===== src/rtl/vu_sched_pkg.sv =====
// Shared types and sizing constants for the VU-meter source scheduler,
// kept in step with the ram_logic buffers and the VU meter.
package vu_sched_pkg;

    typedef enum logic {
        SEL_FIXED = 1'b0,
        SEL_SCAN  = 1'b1
    } sel_mode_e;

    localparam int DROP_CNT_W = 16;
    localparam int VU_N_SRC   = 4;
    localparam int VU_DATA_W  = 24;

endpackage


===== src/rtl/rr_arbiter.sv =====
// Round-robin arbiter: one-hot grant searching upward from rr_ptr with wrap;
// the pointer moves past the winner whenever a grant is taken.
module rr_arbiter #(
    parameter int  N     = 4,
    localparam int IDX_W = $clog2(N)
) (
    input  logic             clk_i,
    input  logic             rst_ni,
    input  logic [N-1:0]     elig_i,
    input  logic             adv_i,
    output logic [N-1:0]     gnt_o,
    output logic [IDX_W-1:0] gnt_idx_o,
    output logic             gnt_vld_o
);
    localparam logic [IDX_W-1:0] IDX_LAST = IDX_W'(N - 1);

    logic [IDX_W-1:0] rr_ptr_q, rr_ptr_d;
    logic [IDX_W-1:0] idx;

    // Scan from lowest to highest priority so the last hit is the winner.
    always_comb begin
        gnt_o     = '0;
        gnt_idx_o = '0;
        gnt_vld_o = 1'b0;
        idx       = '0;
        for (int k = N - 1; k >= 0; k--) begin
            idx = IDX_W'((int'(rr_ptr_q) + k) % N);
            if (elig_i[idx]) begin
                gnt_vld_o = 1'b1;
                gnt_idx_o = idx;
            end
        end
        if (gnt_vld_o) begin
            gnt_o[gnt_idx_o] = 1'b1;
        end
    end

    always_comb begin
        rr_ptr_d = rr_ptr_q;
        if (adv_i && gnt_vld_o) begin
            rr_ptr_d = (gnt_idx_o == IDX_LAST) ? '0 : gnt_idx_o + IDX_W'(1);
        end
    end

    always_ff @(posedge clk_i) begin
        if (!rst_ni) begin
            rr_ptr_q <= '0;
        end else begin
            rr_ptr_q <= rr_ptr_d;
        end
    end

endmodule


===== src/rtl/vu_source_scheduler.sv =====
// Drains N_SRC sample buffers round-robin into one VU-meter slot; only the
// monitored channel is forwarded, everything else is dropped and counted.
module vu_source_scheduler
    import vu_sched_pkg::*;
#(
    parameter int  N_SRC        = VU_N_SRC,
    parameter int  DATA_W       = VU_DATA_W,
    parameter int  DWELL_CYCLES = 27000000,
    localparam int CH_W         = $clog2(N_SRC)
) (
    input  logic                    clk_i,
    input  logic                    rst_ni,
    input  logic [N_SRC*DATA_W-1:0] src_data_i,
    input  logic [N_SRC-1:0]        src_valid_i,
    output logic [N_SRC-1:0]        src_ready_o,
    input  logic                    sel_mode_i,
    input  logic [CH_W-1:0]         sel_chan_i,
    output logic [DATA_W-1:0]       out_data_o,
    output logic                    out_valid_o,
    input  logic                    out_ready_i,
    output logic [CH_W-1:0]         out_chan_o,
    output logic [CH_W-1:0]         active_chan_o,
    output logic                    chan_switch_o,
    output logic [DROP_CNT_W-1:0]   drop_count_o
);
    localparam int                 DWELL_W    = $clog2(DWELL_CYCLES + 1);
    localparam logic [DWELL_W-1:0] DWELL_LAST = DWELL_W'(DWELL_CYCLES - 1);
    localparam logic [CH_W-1:0]    CH_LAST    = CH_W'(N_SRC - 1);

    function automatic logic [DROP_CNT_W-1:0] sat_inc(input logic [DROP_CNT_W-1:0] v);
        return (&v) ? v : v + DROP_CNT_W'(1);
    endfunction

    sel_mode_e                state_q, state_d;
    logic [CH_W-1:0]          active_chan_q, active_chan_d;
    logic [DWELL_W-1:0]       dwell_q, dwell_d;
    logic                     chan_switch_q, chan_switch_d;
    logic                     out_valid_q, out_valid_d;
    logic signed [DATA_W-1:0] out_data_q, out_data_d;
    logic [CH_W-1:0]          out_chan_q, out_chan_d;
    logic [DROP_CNT_W-1:0]    drop_cnt_q, drop_cnt_d;

    logic [N_SRC-1:0] elig;
    logic [CH_W-1:0]  gnt_idx;
    logic             gnt_vld;
    logic             sel_in_range;

    // The active channel may only be granted when the slot can take its sample.
    always_comb begin
        elig = '0;
        for (int i = 0; i < N_SRC; i++) begin
            elig[i] = rst_ni && src_valid_i[i] &&
                      ((CH_W'(i) != active_chan_q) || !out_valid_q);
        end
    end

    rr_arbiter #(.N(N_SRC)) u_arb (
        .clk_i     (clk_i),
        .rst_ni    (rst_ni),
        .elig_i    (elig),
        .adv_i     (1'b1),
        .gnt_o     (src_ready_o),
        .gnt_idx_o (gnt_idx),
        .gnt_vld_o (gnt_vld)
    );

    always_comb begin
        out_valid_d = out_valid_q;
        out_data_d  = out_data_q;
        out_chan_d  = out_chan_q;
        drop_cnt_d  = drop_cnt_q;
        if (out_valid_q && out_ready_i) begin
            out_valid_d = 1'b0;
        end
        if (gnt_vld) begin
            if (gnt_idx == active_chan_q) begin
                out_valid_d = 1'b1;
                out_data_d  = $signed(src_data_i[int'(gnt_idx)*DATA_W +: DATA_W]);
                out_chan_d  = gnt_idx;
            end else begin
                drop_cnt_d = sat_inc(drop_cnt_q);
            end
        end
    end

    assign sel_in_range = {1'b0, sel_chan_i} < (CH_W + 1)'(N_SRC);

    // Decisions key off the incoming mode so FIXED adopts sel_chan_i on entry.
    always_comb begin
        state_d       = sel_mode_i ? SEL_SCAN : SEL_FIXED;
        active_chan_d = active_chan_q;
        dwell_d       = dwell_q;
        case (state_d)
            SEL_FIXED: begin
                dwell_d = '0;
                if (sel_in_range) begin
                    active_chan_d = sel_chan_i;
                end
            end
            SEL_SCAN: begin
                if (state_q == SEL_FIXED) begin
                    dwell_d = '0;
                end else if (dwell_q == DWELL_LAST) begin
                    dwell_d       = '0;
                    active_chan_d = (active_chan_q == CH_LAST) ? '0 : active_chan_q + CH_W'(1);
                end else begin
                    dwell_d = dwell_q + DWELL_W'(1);
                end
            end
            default: dwell_d = '0;
        endcase
        chan_switch_d = (active_chan_d != active_chan_q);
    end

    always_ff @(posedge clk_i) begin
        if (!rst_ni) begin
            state_q       <= SEL_FIXED;
            active_chan_q <= '0;
            dwell_q       <= '0;
            chan_switch_q <= 1'b0;
            out_valid_q   <= 1'b0;
            out_data_q    <= '0;
            out_chan_q    <= '0;
            drop_cnt_q    <= '0;
        end else begin
            state_q       <= state_d;
            active_chan_q <= active_chan_d;
            dwell_q       <= dwell_d;
            chan_switch_q <= chan_switch_d;
            out_valid_q   <= out_valid_d;
            out_data_q    <= out_data_d;
            out_chan_q    <= out_chan_d;
            drop_cnt_q    <= drop_cnt_d;
        end
    end

    assign out_valid_o   = out_valid_q;
    assign out_data_o    = out_data_q;
    assign out_chan_o    = out_chan_q;
    assign active_chan_o = active_chan_q;
    assign chan_switch_o = chan_switch_q;
    assign drop_count_o  = drop_cnt_q;

endmodule


===== config.mk =====
export PLATFORM = sky130hd
export DESIGN_NAME = vu_source_scheduler
export DESIGN_NICKNAME = d
export VERILOG_FILES = /design/src/rtl/vu_sched_pkg.sv /design/src/rtl/rr_arbiter.sv /design/src/rtl/vu_source_scheduler.sv
export SDC_FILE = /design/constraint.sdc
export NUM_CORES = 1
export LEC_CHECK = 0
export BUFFER_PORTS_ARGS = -buffer_cell sky130_fd_sc_hd__buf_2
export CORE_ASPECT_RATIO = 0.5
export CORE_MARGIN = 4
export CORE_UTILIZATION = 40
export DETAILED_ROUTE_END_ITERATION = 16
export HOLD_SLACK_MARGIN = 0.06
export PLACE_DENSITY = 0.68
export SLEW_MARGIN = 5
export SYNTH_ARGS = -nofsm -noshare
export SYNTH_HDL_FRONTEND = slang
export SYNTH_HIERARCHICAL = 1
export SYNTH_SLANG_ARGS = --single-unit

===== constraint.sdc =====
create_clock -name clk_i -period 7.6 [get_ports clk_i]
set_input_delay 1.14 -clock clk_i [delete_from_list [all_inputs] [get_ports clk_i]]
set_output_delay 1.14 -clock clk_i [all_outputs]
set_load 0.01 [all_outputs]

# Yosys cells after proc, flatten, opt, wreduce, memory -nomap -nowiden

Cells that the tools add are included.

Input port bits: 106
Bits in registers: 74

Shifts and indexed selects: 1
$add $sub $neg: 7
Magnitude comparators: 6
Reductions and logical operators: 19
Multiply operators: 1
Muxes and demuxes: 31
Bitwise operators: 3
Equal/unequal tests: 8

Operators by type and width:

| operator              | count |
|---|---|
| $shiftx 96x8->24      | 1 |
| $mux 25               | 2 |
| $pmux 25 s2           | 1 |
| $add 25x1->25 const B | 1 |
| $eq 25x25->1 const B  | 1 |
| $add 16x1->16 const B | 1 |
| $mux 2                | 8 |
| $reduce_and 16->1     | 1 |
| $lt 2x3->1 const B    | 5 |
| $mux 1                | 13 |
| $logic_and 1x1->1     | 10 |
| $bmux 1 s2            | 4 |
| $add 2x1->2 const B   | 3 |
| $add 2x2->2 const B   | 2 |
| $eq 2x2->1 const B    | 2 |
| $logic_or 1x1->1      | 4 |
| $mul 2x2->4 const B   | 1 |
| $mux 4                | 1 |
| $ne 2x2->1 const A    | 2 |
| $pmux 2 s2            | 1 |
| $not 1->1             | 3 |
| $reduce_and 3->1      | 1 |
| $demux 1 s2           | 1 |
| $eq 2x2->1            | 1 |
| other kinds (6)       | 6 |

# Depth between registers and ports, before layout

Gate-level depths: netlist of run 1.

Depth in word-level cells: 14
Mapped depth: 14
Depth with buffers taken out: 10

# By module

The synthesis of run 1 kept the hierarchy.

Modules (own cells, without submodules):

| module              | area each (um^2) | seq. area each (um^2) | times used | cells each |
|---|---|---|---|---|
| vu_source_scheduler | 3912.5           | 1441.4                | 1          | 438 |
| rr_arbiter          | 254.0            | 40.0                  | 1          | 31 |

# Least setup slack after synthesis of run 1

Ideal clock, no wire load.

Kind: input to output
Start: in rst_ni
End: out src_ready_o[0]
Data arrival time: 3.017 ns
Buffers on the path: 2
Data required time: 6.460 ns
Cell stages on the path: 9
Setup slack: 3.443 ns
Cell sequence: clkbuf_1 clkbuf_1 nand2_1 a21oi_1 nor2_1 nor3_1 inv_1 ha_1 and2b_1

Cells in the longest elaborated chain, start to end: 13

Ends and longest elaborated chain:

| element                                                        | line                      | source |
|---|---|---|
| start, declared                                                | vu_source_scheduler.sv:12 | `input logic rst_ni,` |
| $logic_and 1x1->1 * (2 in series)                              | vu_source_scheduler.sv:52 | `elig[i] = rst_ni && src_valid_i[i] &&` |
| via elig[3]                                                    | vu_source_scheduler.sv:43 | `logic [N_SRC-1:0] elig;` |
| $bmux 1 s2                                                     | rr_arbiter.sv:28          | `if (elig_i[idx]) begin` |
| $mux 1 (implied by the code)                                   | rr_arbiter.sv:28          |  |
| $mux 2 (3 in series)                                           | rr_arbiter.sv:28          |  |
| $mux 2 *                                                       | rr_arbiter.sv:28          |  |
| via gnt_idx[0]                                                 | vu_source_scheduler.sv:44 | `logic [CH_W-1:0] gnt_idx;` |
| $lt 2x3->1 (implied by the code) or $ge 2x1->1 (tied branches) | rr_arbiter.sv:34          | `gnt_o[gnt_idx_o] = 1'b1;` |
| $logic_and 1x1->1 (implied by the code)                        | rr_arbiter.sv:34          |  |
| $mux 1 (implied by the code)                                   | rr_arbiter.sv:34          |  |
| $demux 1 s2 *                                                  | n/a                       |  |
| $mux 4 *                                                       | rr_arbiter.sv:33          | `if (gnt_vld_o) begin` |
| end, declared                                                  | vu_source_scheduler.sv:15 | `output logic [N_SRC-1:0] src_ready_o,` |

The timed path passes the listed nets; every way through them passes the cells marked *. The select of a mux whose other input is x is not followed.

# Final worst setup path of run 1

Same ends and word-level chain as after synthesis.

==> summary.md, run 1 <==
| Metric | Value |
|---|---|
| Status | `finished, final reports clean` |
| Final period util | `between 60 and 70%` |
| Row Count | `26` |
| Measured slew at the worst slew-check pin | `1190 ps` |
| Worst Setup EP | `src_ready_o[0]` |
| Drt total wl | `10.9 mm` |
| Worst EP required | `about 6500 ps` |
| Power per Cell Area | `roughly 200 nW/µm²` |
| Worst VDD drop | `between 0.1 and 0.15 mV` |
| Core Util, Final | `a little over half` |
| Post-Synthesis Cell Area | `4170 µm²` |
| CTS Buf Count | `9` |
| Total GRT Usage | `around 17%` |
| Final Net Count | `726` |
| Crit end category | `output port` |
| Die area | `between 10000 and 15000 µm²` |
| Syn nets | `between 500 and 600` |
| Chip width | `around 150 µm` |
| Layout area overhead | `27.7%` |
| CTS root buf | `clkbuf_16` |
| Die Y | `~80 µm` |
| Largest net degree at the start of global routing | `38` |
| Dominant cells by area after synthesis | `dfxtp_1 (36%), mux4_2 (13%), nand2_1 (7.5%)` |
| Via count | `approximately 3900` |
| Initial drt markers | `between 100 and 150` |
| Startpoint class of the critical path | `primary input` |
| Detailed-route DRC error count | `0` |
| Setup_tns | `0 ps` |
| PostCTS Resize Cnt | `0` |
| Min Tclk post-route | `just under 5000 ps` |
| Detailed-route wire length per cell | `14.4 µm` |
| HP Class | `flop to flop` |
| Worst Setup SP | `rst_ni` |
| Syn_area_per_cell | `approximately 9 µm²` |
| Seq cells post-synth | `74` |
| Max Root-Sink Buffers | `2` |
| Vias in the first global route | `~3700` |
| Yosys warnings | `6` |
| Hold Buf Count CTS | `0` |
| Sequential fraction of the synthesis area | `a little over a third` |
| Initial Util | `around two fifths` |
| Arrival time at the worst endpoint | `around 3800 ps` |
| Most common cell after layout, fill and taps aside | `buf_2` |
| R2R cell count | `10` |
| Synth top area share | `a little over a third` |
| Setup repair bufs after CTS | `0` |
| Global route total overflow | `0` |
| Number of fill cells in the layout | `965` |
| # diodes | `0` |
| RePlAce Congestion | `0.902` |
| PortBufs | `around 160` |
| HPWL Detailed | `~8.2 mm` |
| CP Max Fanout | `37` |
| Max-cap viol count | `0` |
| RR Startpoint | `active_chan_o[0]` |
| R2R Setup Slk | `between 3000 and 4000 ps` |
| Worst skew pair latency | `between 300 and 400 ps` |
| CORE AREA | `between 10000 and 15000 µm²` |
| Pre-antenna DRT Iters | `4` |
| First-pass GRT wire length | `roughly 17 mm` |
| Maximum clock frequency | `~200 MHz` |
| CTS sink count | `74` |
| Reg2reg end | `drop_count_o[0]` |
| Area leader, netlist | `dfxtp_1` |
| Final setup viols | `0` |
| ANT nets after route | `0` |
| CTS tree | `done` |
| Cell leakage power | `approximately 2.1 nW` |
| Vias/cell | `~5.2` |
| IO Count | `156` |
| Initial antenna violation count | `0` |
| Most frequent cells in the layout | `buf_2 (155), nand2_1 (83), dfxtp_1 (74)` |
| Async set-reset flop share out of synthesis | `0%` |
| CTS H-tree lvls | `3` |
| Final hold viol count | `0` |
| Setup CP Type | `primary input to output port` |
| Clock-pin slew on the worst setup and hold paths | `around 50 ps` |
| Post-synth EDFFs | `0` |
| Layout cells sized above 1 | `around 34%` |
| RSZ-0062 raised after global routing | `false` |
| Library cells used by synthesis | `50` |
| Ys flop type | `dfxtp_1` |
| Mapped Cells | `469` |
| Fin. max-slew vios | `0` |
| Relative slew slack | `20.1%` |
| Clock skew after layout | `6.92 ps` |
-- flip-flops by register name, summed over array words and instances (netlist names) --
signal	flops
active_chan_o	2
chan_switch_o	1
drop_count_o	16
dwell_q	25
out_chan_o	2
out_data_o	24
out_valid_o	1
state_q	1
u_arb/rr_ptr_q	2
-- worst max-delay path, stage by stage --
cell,delay [ps]
buf_2,470
nand2_1,110
a21oi_1,360
o21a_1,190
o22a_1,520
buf_4,370
inv_1,100
ha_1,190
and2b_1,140
buf_2,130
-- kinds of logic (layout without fill, tap and decap cells) --
kind of cell | count (synthesis) | after routing | synth area share [%]
compound gates | 79 | 79 | 10.8
xor+xnor | 18 | 18 | 3.78
fa+ha+maj | 10 | 10 | 3.00
buf+inv | 43 | 188 | 4.23
flops | 74 | 74 | 35.6
mux | 40 | 40 | 16.8
other cells | 1 | 1 | 0.0900
simple gates | 204 | 204 | 25.7
-- per-stage QoR --
| step | worst slack [ps] | hold WS, ps | instances | power [mW] | cell area, µm² |
|---|---|---|---|---|---|
| global placement | 2790 | 439 | 739 | 0.641 | 5020 |
| finish | 2710 | 449 | 754 | 1.05 | 5320 |
| CTS | 2670 | 452 | 754 | 1.06 | 5320 |
| detailed placement | 2690 | 444 | 739 | 0.645 | 5020 |
| floorplan | 3440 | 437 | 469 | 0.568 | 4170 |
| global route | 2480 | 468 | 754 | 1.10 | 5320 |
-- worst min-delay path by stage --
stage                         from              to  slack (ps)  cells past startpoint
floorplan               dwell_q[0]      dwell_q[0]         440                      1
global placement     out_data_o[9]   out_data_o[9]         440                      2
detailed placement  out_data_o[10]  out_data_o[10]         440                      2
CTS                 out_data_o[10]  out_data_o[10]         450                      2
global route         out_data_o[2]   out_data_o[2]         470                      2
finish               out_data_o[3]   out_data_o[3]         450                      2
-- cell type report --
class                   count  area (µm²)  share of cell area (%)
clock buffers              10         239                    4.49
well taps                 140         175                    3.29
inverters                  15        56.3                    1.06
repair buffers            158         798                    15.0
flip-flops and latches     74        1480                    27.9
multi-input cells         352        2510                    47.3
clock inverters             5        55.1                    1.04
-- per-layer routing --
layer	vias to the layer above	share of wire, %	GRT usage, %	wire length (µm)
met4	0	1.2	4.39	133
met3	11	5.4	4.25	588
li1	1973	-	-	-
met5	-	0	0	0
met1	1841	45	21.6	4910
met2	100	48	29.8	5220
-- Yosys cell counts (2+ instances only) --
| cell | n |
|---|---|
| nor4_1 | 13 |
| ha_1 | 10 |
| nor2_1 | 19 |
| mux4_2 | 24 |
| a211oi_1 | 2 |
| or2_2 | 2 |
| or4_1 | 7 |
| nand3_1 | 12 |
| a31oi_1 | 2 |
| buf_2 | 5 |
| xnor2_1 | 10 |
| o21a_1 | 2 |
| nor2b_1 | 2 |
| mux2i_1 | 16 |
| clkbuf_1 | 21 |
| nand4_1 | 16 |
| or3_1 | 4 |
| dfxtp_1 | 74 |
| o21ai_0 | 11 |
| inv_1 | 15 |
| and4_1 | 5 |
| and2b_1 | 3 |
| nand2b_1 | 14 |
| nor3_1 | 4 |
| nand2_1 | 83 |
| and3_1 | 5 |
| o31ai_1 | 6 |
| and2_1 | 6 |
| a21oi_1 | 48 |
| xor2_1 | 8 |
-- report_power, final --
part	internal, mW	switching (mW)	total [mW]
Sequential	0.411	0.0153	0.426
Clock	0.260	0.156	0.416
Combinational	0.0988	0.110	0.208
(Power assumes the default switching activity.)
==> run 2, diff against run 1 <==
--- a/config.mk
+++ b/config.mk
@@ -5,13 +5,14 @@
 export SDC_FILE = /design/constraint.sdc
 export NUM_CORES = 1
 export LEC_CHECK = 0
+export ABC_AREA = 1
 export BUFFER_PORTS_ARGS = -buffer_cell sky130_fd_sc_hd__buf_2
 export CORE_ASPECT_RATIO = 0.5
 export CORE_MARGIN = 4
 export CORE_UTILIZATION = 40
 export DETAILED_ROUTE_END_ITERATION = 16
 export HOLD_SLACK_MARGIN = 0.06
-export PLACE_DENSITY = 0.68
+export PLACE_DENSITY = 0.67
 export SLEW_MARGIN = 5
 export SYNTH_ARGS = -nofsm -noshare
 export SYNTH_HDL_FRONTEND = slang
==> constraint.sdc (replaced) <==
create_clock -name clk_i -period 4.7 [get_ports clk_i]
set_input_delay 0.705 -clock clk_i [delete_from_list [all_inputs] [get_ports clk_i]]
set_output_delay 0.705 -clock clk_i [all_outputs]
set_load 0.01 [all_outputs]
==> run 2 against run 1 <==
Critical path depth grew 8. Global-route usage grew 2.3 points. Die area up 7.5%.
==> summary.md, run 2 <==
| Metric | Value |
|---|---|
| IO Count | `156` |
| Power per Cell Area | `590 nW/µm²` |
| Fin cells | `between 900 and 1000` |
| Initial drt markers | `287` |
| Syn_area_per_cell | `around 6.7 µm²` |
| Synth top area share | `between 30 and 40%` |
| Yosys warnings | `6` |
| Total GRT Usage | `between 10% and 20%` |
| Final Net Count | `about 930` |
| Area leader, netlist | `dfxtp_1` |
| Most common cell after layout, fill and taps aside | `buf_2` |
| Setup_tns | `0 ps` |
| Worst skew pair latency | `approximately 340 ps` |
| Worst EP required | `between 3000 and 4000 ps` |
| Placed insts | `between 900 and 1000` |
| Hold Buf Count CTS | `0` |
| Clock-pin slew on the worst setup and hold paths | `60 ps` |
| Setup repair bufs after CTS | `0` |
| CTS Buf Count | `9` |
| Max Root-Sink Buffers | `2` |
| Clock skew after layout | `around 4.7 ps` |
| Initial antenna violation count | `0` |
| CTS sink count | `74` |
| Ys flop type | `dfxtp_1` |
| Final period util | `just under 80%` |
| Largest net degree at the start of global routing | `52` |
| PostCTS Resize Cnt | `0` |
| Status | `finished, final reports clean` |
| Dominant cells by area after synthesis | `dfxtp_1 (33%), nor2_1 (12%), o21ai_0 (8.3%)` |
| Die Y | `slightly above 80 µm` |
| Mapped Cells | `just under 700` |
| PortBufs | `between 150 and 200` |
| Seq cells post-synth | `74` |
| Detailed-route DRC error count | `0` |
| Library cells used by synthesis | `47` |
| Die area | `around 13000 µm²` |
| Drt total wl | `between 10 and 15 mm` |
| HPWL Detailed | `between 9 and 10 mm` |
| Arrival time at the worst endpoint | `roughly 3000 ps` |
| Cell leakage power | `~2.6 nW` |
| Relative slew slack | `a little under a quarter` |
| Sequential fraction of the synthesis area | `between 30% and 40%` |
| Most frequent cell after synthesis | `nor2_1` |
| CORE AREA | `~11000 µm²` |
| Global route total overflow | `0` |
| CTS H-tree lvls | `3` |
| ANT nets after route | `0` |
| Largest Register | `dwell_q` |
| Min Tclk post-route | `approximately 3700 ps` |
| Vias in the first global route | `~4500` |
| Row Count | `27` |
| Measured slew at the worst slew-check pin | `~1100 ps` |
| Final hold viol count | `0` |
| Layout area overhead | `25.4%` |
| CTS root buf | `clkbuf_16` |
| Commonest cells in the netlist | `nor2_1 (140), nand2_1 (94), o21ai_0 (75)` |
| Async set-reset flop share out of synthesis | `0%` |
| R2R Setup Slk | `1340 ps` |
| Chip width | `about 160 µm` |
| RSZ-0062 raised after global routing | `false` |
| CTS tree | `done` |
| Crit end category | `output port` |
| RePlAce Congestion | `~0.88` |
| Most frequent cells in the layout | `buf_2 (155), nor2_1 (139), nand2_1 (94)` |
| Worst VDD drop | `0.373 mV` |
| Vias/cell | `5.03` |
| Detailed-route wire length per cell | `around 13 µm` |
| CP Max Fanout | `just over 50` |
| Max-cap viol count | `0` |
| Max FFs per register | `25` |
| Initial Util | `41.0%` |
| Setup CP Type | `flop to output port` |
| Via count | `4862` |
| HP Class | `flop to flop` |
| First-pass GRT wire length | `21.0 mm` |
| # diodes | `0` |
| Number of fill cells in the layout | `about 1100` |
| Layout cells sized above 1 | `28.0%` |
| Fin. max-slew vios | `0` |
| Startpoint class of the critical path | `flop` |
| Post-Synthesis Cell Area | `~4500 µm²` |
| Final setup viols | `0` |
| Post-synth EDFFs | `0` |
| Maximum clock frequency | `271 MHz` |
| Pre-antenna DRT Iters | `5` |
run 2: per-stage QoR:
stage	total power, mW	utilization, %	hold slack (ps)	setup WS, ps	instance area [µm²]
global placement	2.69	48.9	437	1200	5370
floorplan	2.27	-	429	1610	4510
global route	3.65	51.4	497	670	5650
finish	3.33	51.4	461	1010	5650
CTS	3.36	51.4	468	980	5650
detailed placement	2.71	48.9	455	1120	5370
run 2: cell families (layout without fill, tap and decap cells):
| logic type | count (synthesis) | after routing | share of synthesized area (%) |
|---|---|---|---|
| adders and majority gates | 10 | 10 | 2.78 |
| other | 1 | 2 | 0.0833 |
| xor gates and xnor gates | 13 | 13 | 2.69 |
| buffers and inverters | 99 | 246 | 9.06 |
| and+or+nand+nor | 326 | 326 | 34.2 |
| AOI/OAI and AO/OA | 150 | 150 | 18.3 |
| DFF | 74 | 74 | 32.9 |
run 2: final timing paths:
kind / start / to / depth (start not counted)
worst min-delay path: dwell_q[0] / dwell_q[0] / 1
worst max register to register: active_chan_o[0] / drop_count_o[5] / 21
worst max-delay path: active_chan_o[0] / src_ready_o[1] / 18
worst min register to register: dwell_q[0] / dwell_q[0] / 1
run 2: cell type report:
type	count	area (µm²)	share of cell area, %
multi-input cells	501	2630	46.5
flip-flops and latches	74	1480	26.2
repair buffers	161	821	14.5
inverters	70	263	4.65
clock buffers	13	260	4.61
well taps	145	181	3.21
clock inverters	2	12.5	0.222
run 2: critical path: stages (launching register included):
cell	delay, ps
dfxtp_1	520
inv_1	140
ha_1	220
a21oi_1	170
inv_1	60
nand2_1	80
nand2_1	90
inv_2	90
nor2_4	50
inv_1	60
nand2_1	50
nand2_1	70
nand2_2	80
inv_1	70
buf_4	390
ha_1	250
inv_1	50
nor2_1	90
buf_2	130
run 2: metal layers:
metal / part of all wire, % / GRT usage, %
met5: 0 / 0
met4: 2.7 / 6.81
met1: 44 / 24.5
met2: 49 / 32.1
met3: 4.1 / 5.00
run 2: power breakdown:
group          internal (mW)  switching [mW]  total (mW)
Combinational          0.638            1.27        1.91
Sequential             0.724          0.0636       0.787
Clock                  0.382           0.252       0.635
==> run 3, diff against run 2 <==
--- a/config.mk
+++ b/config.mk
@@ -12,7 +12,7 @@
 export CORE_UTILIZATION = 40
 export DETAILED_ROUTE_END_ITERATION = 16
 export HOLD_SLACK_MARGIN = 0.06
-export PLACE_DENSITY = 0.67
+export PLACE_DENSITY = 0.7
 export SLEW_MARGIN = 5
 export SYNTH_ARGS = -nofsm -noshare
 export SYNTH_HDL_FRONTEND = slang
==> constraint.sdc (replaced) <==
create_clock -name clk_i -period 2.97 [get_ports clk_i]
set_input_delay 0.4455 -clock clk_i [delete_from_list [all_inputs] [get_ports clk_i]]
set_output_delay 0.4455 -clock clk_i [all_outputs]
set_load 0.01 [all_outputs]
==> run 3 against run 2 <==
Cell count grew 0.93%. Combinational power grew 89%. Non-clock buffer count grew 8. Sequential cell count is the same. Sequential power grew 59%. Critical path depth shrank 1. Global-route usage grew 0.93 points. Clock skew grew 3.9 ps. First-iteration DRC count grew 57%. Largest cell class unchanged. Die area is the same. Setup slack lost 880 ps. Design area grew 4.0%.
==> summary.md, run 3 (synthesis gave the netlist of run 2 again) <==
| Metric | Value |
|---|---|
| Pre-antenna DRT Iters | `5` |
| HPWL Detailed | `between 10 and 15 mm` |
| Drt total wl | `around 14 mm` |
| # diodes | `0` |
| Worst VDD drop | `between 0.4 and 0.5 mV` |
| PortBufs | `approximately 160` |
| Clock skew after layout | `around 8.5 ps` |
| Clock-pin slew on the worst setup and hold paths | `about 60 ps` |
| Initial antenna violation count | `0` |
| Worst Setup EP | `src_ready_o[1]` |
| Startpoint class of the critical path | `flop` |
| Row Count | `27` |
| Detailed-route wire length per cell | `around 14 µm` |
| Max-cap viol count | `0` |
| Final period util | `between 90 and 100%` |
| Min Tclk post-route | `2840 ps` |
| Relative slew slack | `a little under three fifths` |
| CTS H-tree lvls | `3` |
| HP Class | `primary input to flop` |
| CTS Buf Count | `9` |
| Status | `finished, final reports clean` |
| R2R Setup Slk | `~250 ps` |
| Vias in the first global route | `between 4000 and 5000` |
| Total GRT Usage | `between 20 and 25%` |
| Most frequent cells in the layout | `buf_2 (155), nor2_1 (137), nand2_1 (90)` |
| IO Count | `approximately 160` |
| Most common cell after layout, fill and taps aside | `buf_2` |
| Maximum clock frequency | `approximately 350 MHz` |
| Placed Area | `5410 µm²` |
| Largest net degree at the start of global routing | `50` |
| Placed insts | `about 950` |
| Hold slack | `~400 ps` |
| Core Util, Final | `a little over half` |
| CTS sink count | `between 70 and 80` |
| Largest Register | `dwell_q` |
| Max FFs per register | `25` |
| RR Startpoint | `active_chan_o[1]` |
| CORE AREA | `roughly 11000 µm²` |
| CTS tree | `done` |
| Die area | `between 10000 and 15000 µm²` |
| CTS root buf | `clkbuf_16` |
| Cell leakage power | `~2.7 nW` |
| Layout area overhead | `30.4%` |
| Reg2reg end | `out_data_o[14]` |
| Setup WS pre-CTS | `between 150 and 200 ps` |
| Detailed-route DRC error count | `0` |
| Worst Setup SP | `active_chan_o[1]` |
| Setup CP Type | `flop to output port` |
| CP Max Fanout | `6` |
| Crit-path max cell delay | `370 ps` |
| Measured slew at the worst slew-check pin | `roughly 650 ps` |
| Arrival time at the worst endpoint | `roughly 2400 ps` |
| Power per Cell Area | `1000 nW/µm²` |
| Die Y | `a little over 80 µm` |
| Initial Util | `about two fifths` |
| First-pass GRT wire length | `roughly 22 mm` |
| Initial drt markers | `around 450` |
| Fin area | `around 6000 µm²` |
| Max Root-Sink Buffers | `2` |
| R2R cell count | `20` |
| RePlAce Congestion | `about 0.9` |
| Crit end category | `output port` |
| Final Net Count | `941` |
| Worst-path cell chain | `inv_1 -> ha_1 -> a21oi_2 -> nand2_1 -> nand2_2 -> nand2_4 -> nand2_4 -> nand2_1 -> nand2_1 -> nand2_2 -> nand2_4 -> inv_4 -> buf_12 -> ha_1 -> inv_1 -> nor2_1 -> buf_2` |
| Fin cells | `975` |
| Global route total overflow | `0` |
| Setup ws final | `between 100 and 150 ps` |
| Vias/cell | `5.12` |
| Worst skew pair latency | `340 ps` |
| Final hold viol count | `0` |
| Fin. max-slew vios | `0` |
| ANT nets after route | `0` |
| Layout cells sized above 1 | `30.8%` |
| CP max stage cell | `dfxtp_4` |
| Hold Buf Count CTS | `0` |
| Setup_tns | `0 ps` |
| Chip width | `roughly 160 µm` |
| Worst EP required | `about 2500 ps` |
| Via count | `between 4000 and 5000` |
| Final setup viols | `0` |
| Total Power | `5.90 mW` |
[run 3: worst min path at each step]
stage / from / end / slack (ps) / cells after the start
floorplan: dwell_q[0] / dwell_q[0] / 430 / 1
global placement: dwell_q[0] / dwell_q[0] / 440 / 1
detailed placement: drop_count_o[12] / drop_count_o[12] / 460 / 2
CTS: sel_mode_i / state_q / 390 / 3
global route: sel_chan_i[1] / active_chan_o[1] / 400 / 3
finish: sel_mode_i / state_q / 400 / 3
[run 3: worst max-delay path, delay by kind of cell (launching register included)]
kind,cells,cell delay [ps]
compound gates,1,160
fa+ha+maj,2,390
buf+inv,5,430
flops,1,370
simple gates,9,680
[run 3: power breakdown]
part | switching (mW) | internal (mW)
clock network | 0.404 | 0.635
logic | 2.21 | 1.40
registers | 0.104 | 1.14
[run 3: layout make-up]
class,count,area [µm²]
Timing Repair Buffer,169,963
Clock inverter,1,7.51
Inverter,70,268
Tap cell,145,181
Multi-Input combinational cell,501,2690
Sequential cell,74,1490
Fill cell,1027,5100
Clock buffer,15,278
[run 3: per-layer routing]
metal  global-route usage, %  vias up  wire [µm]
li1                        -     2519          -
met1                    26.2     2274       6090
met2                    33.4      158       6580
met3                    4.79       39        703
met4                    7.20        0        376
met5                       0        -          0
[run 3: repair_timing]
item | CTS | global route
gates cloned | 2 | 0
pin swaps | 0 | 5
endpoints found under the setup margin | 4 | 45
gates resized for setup | 5 | 21
setup buffers | 1 | 3
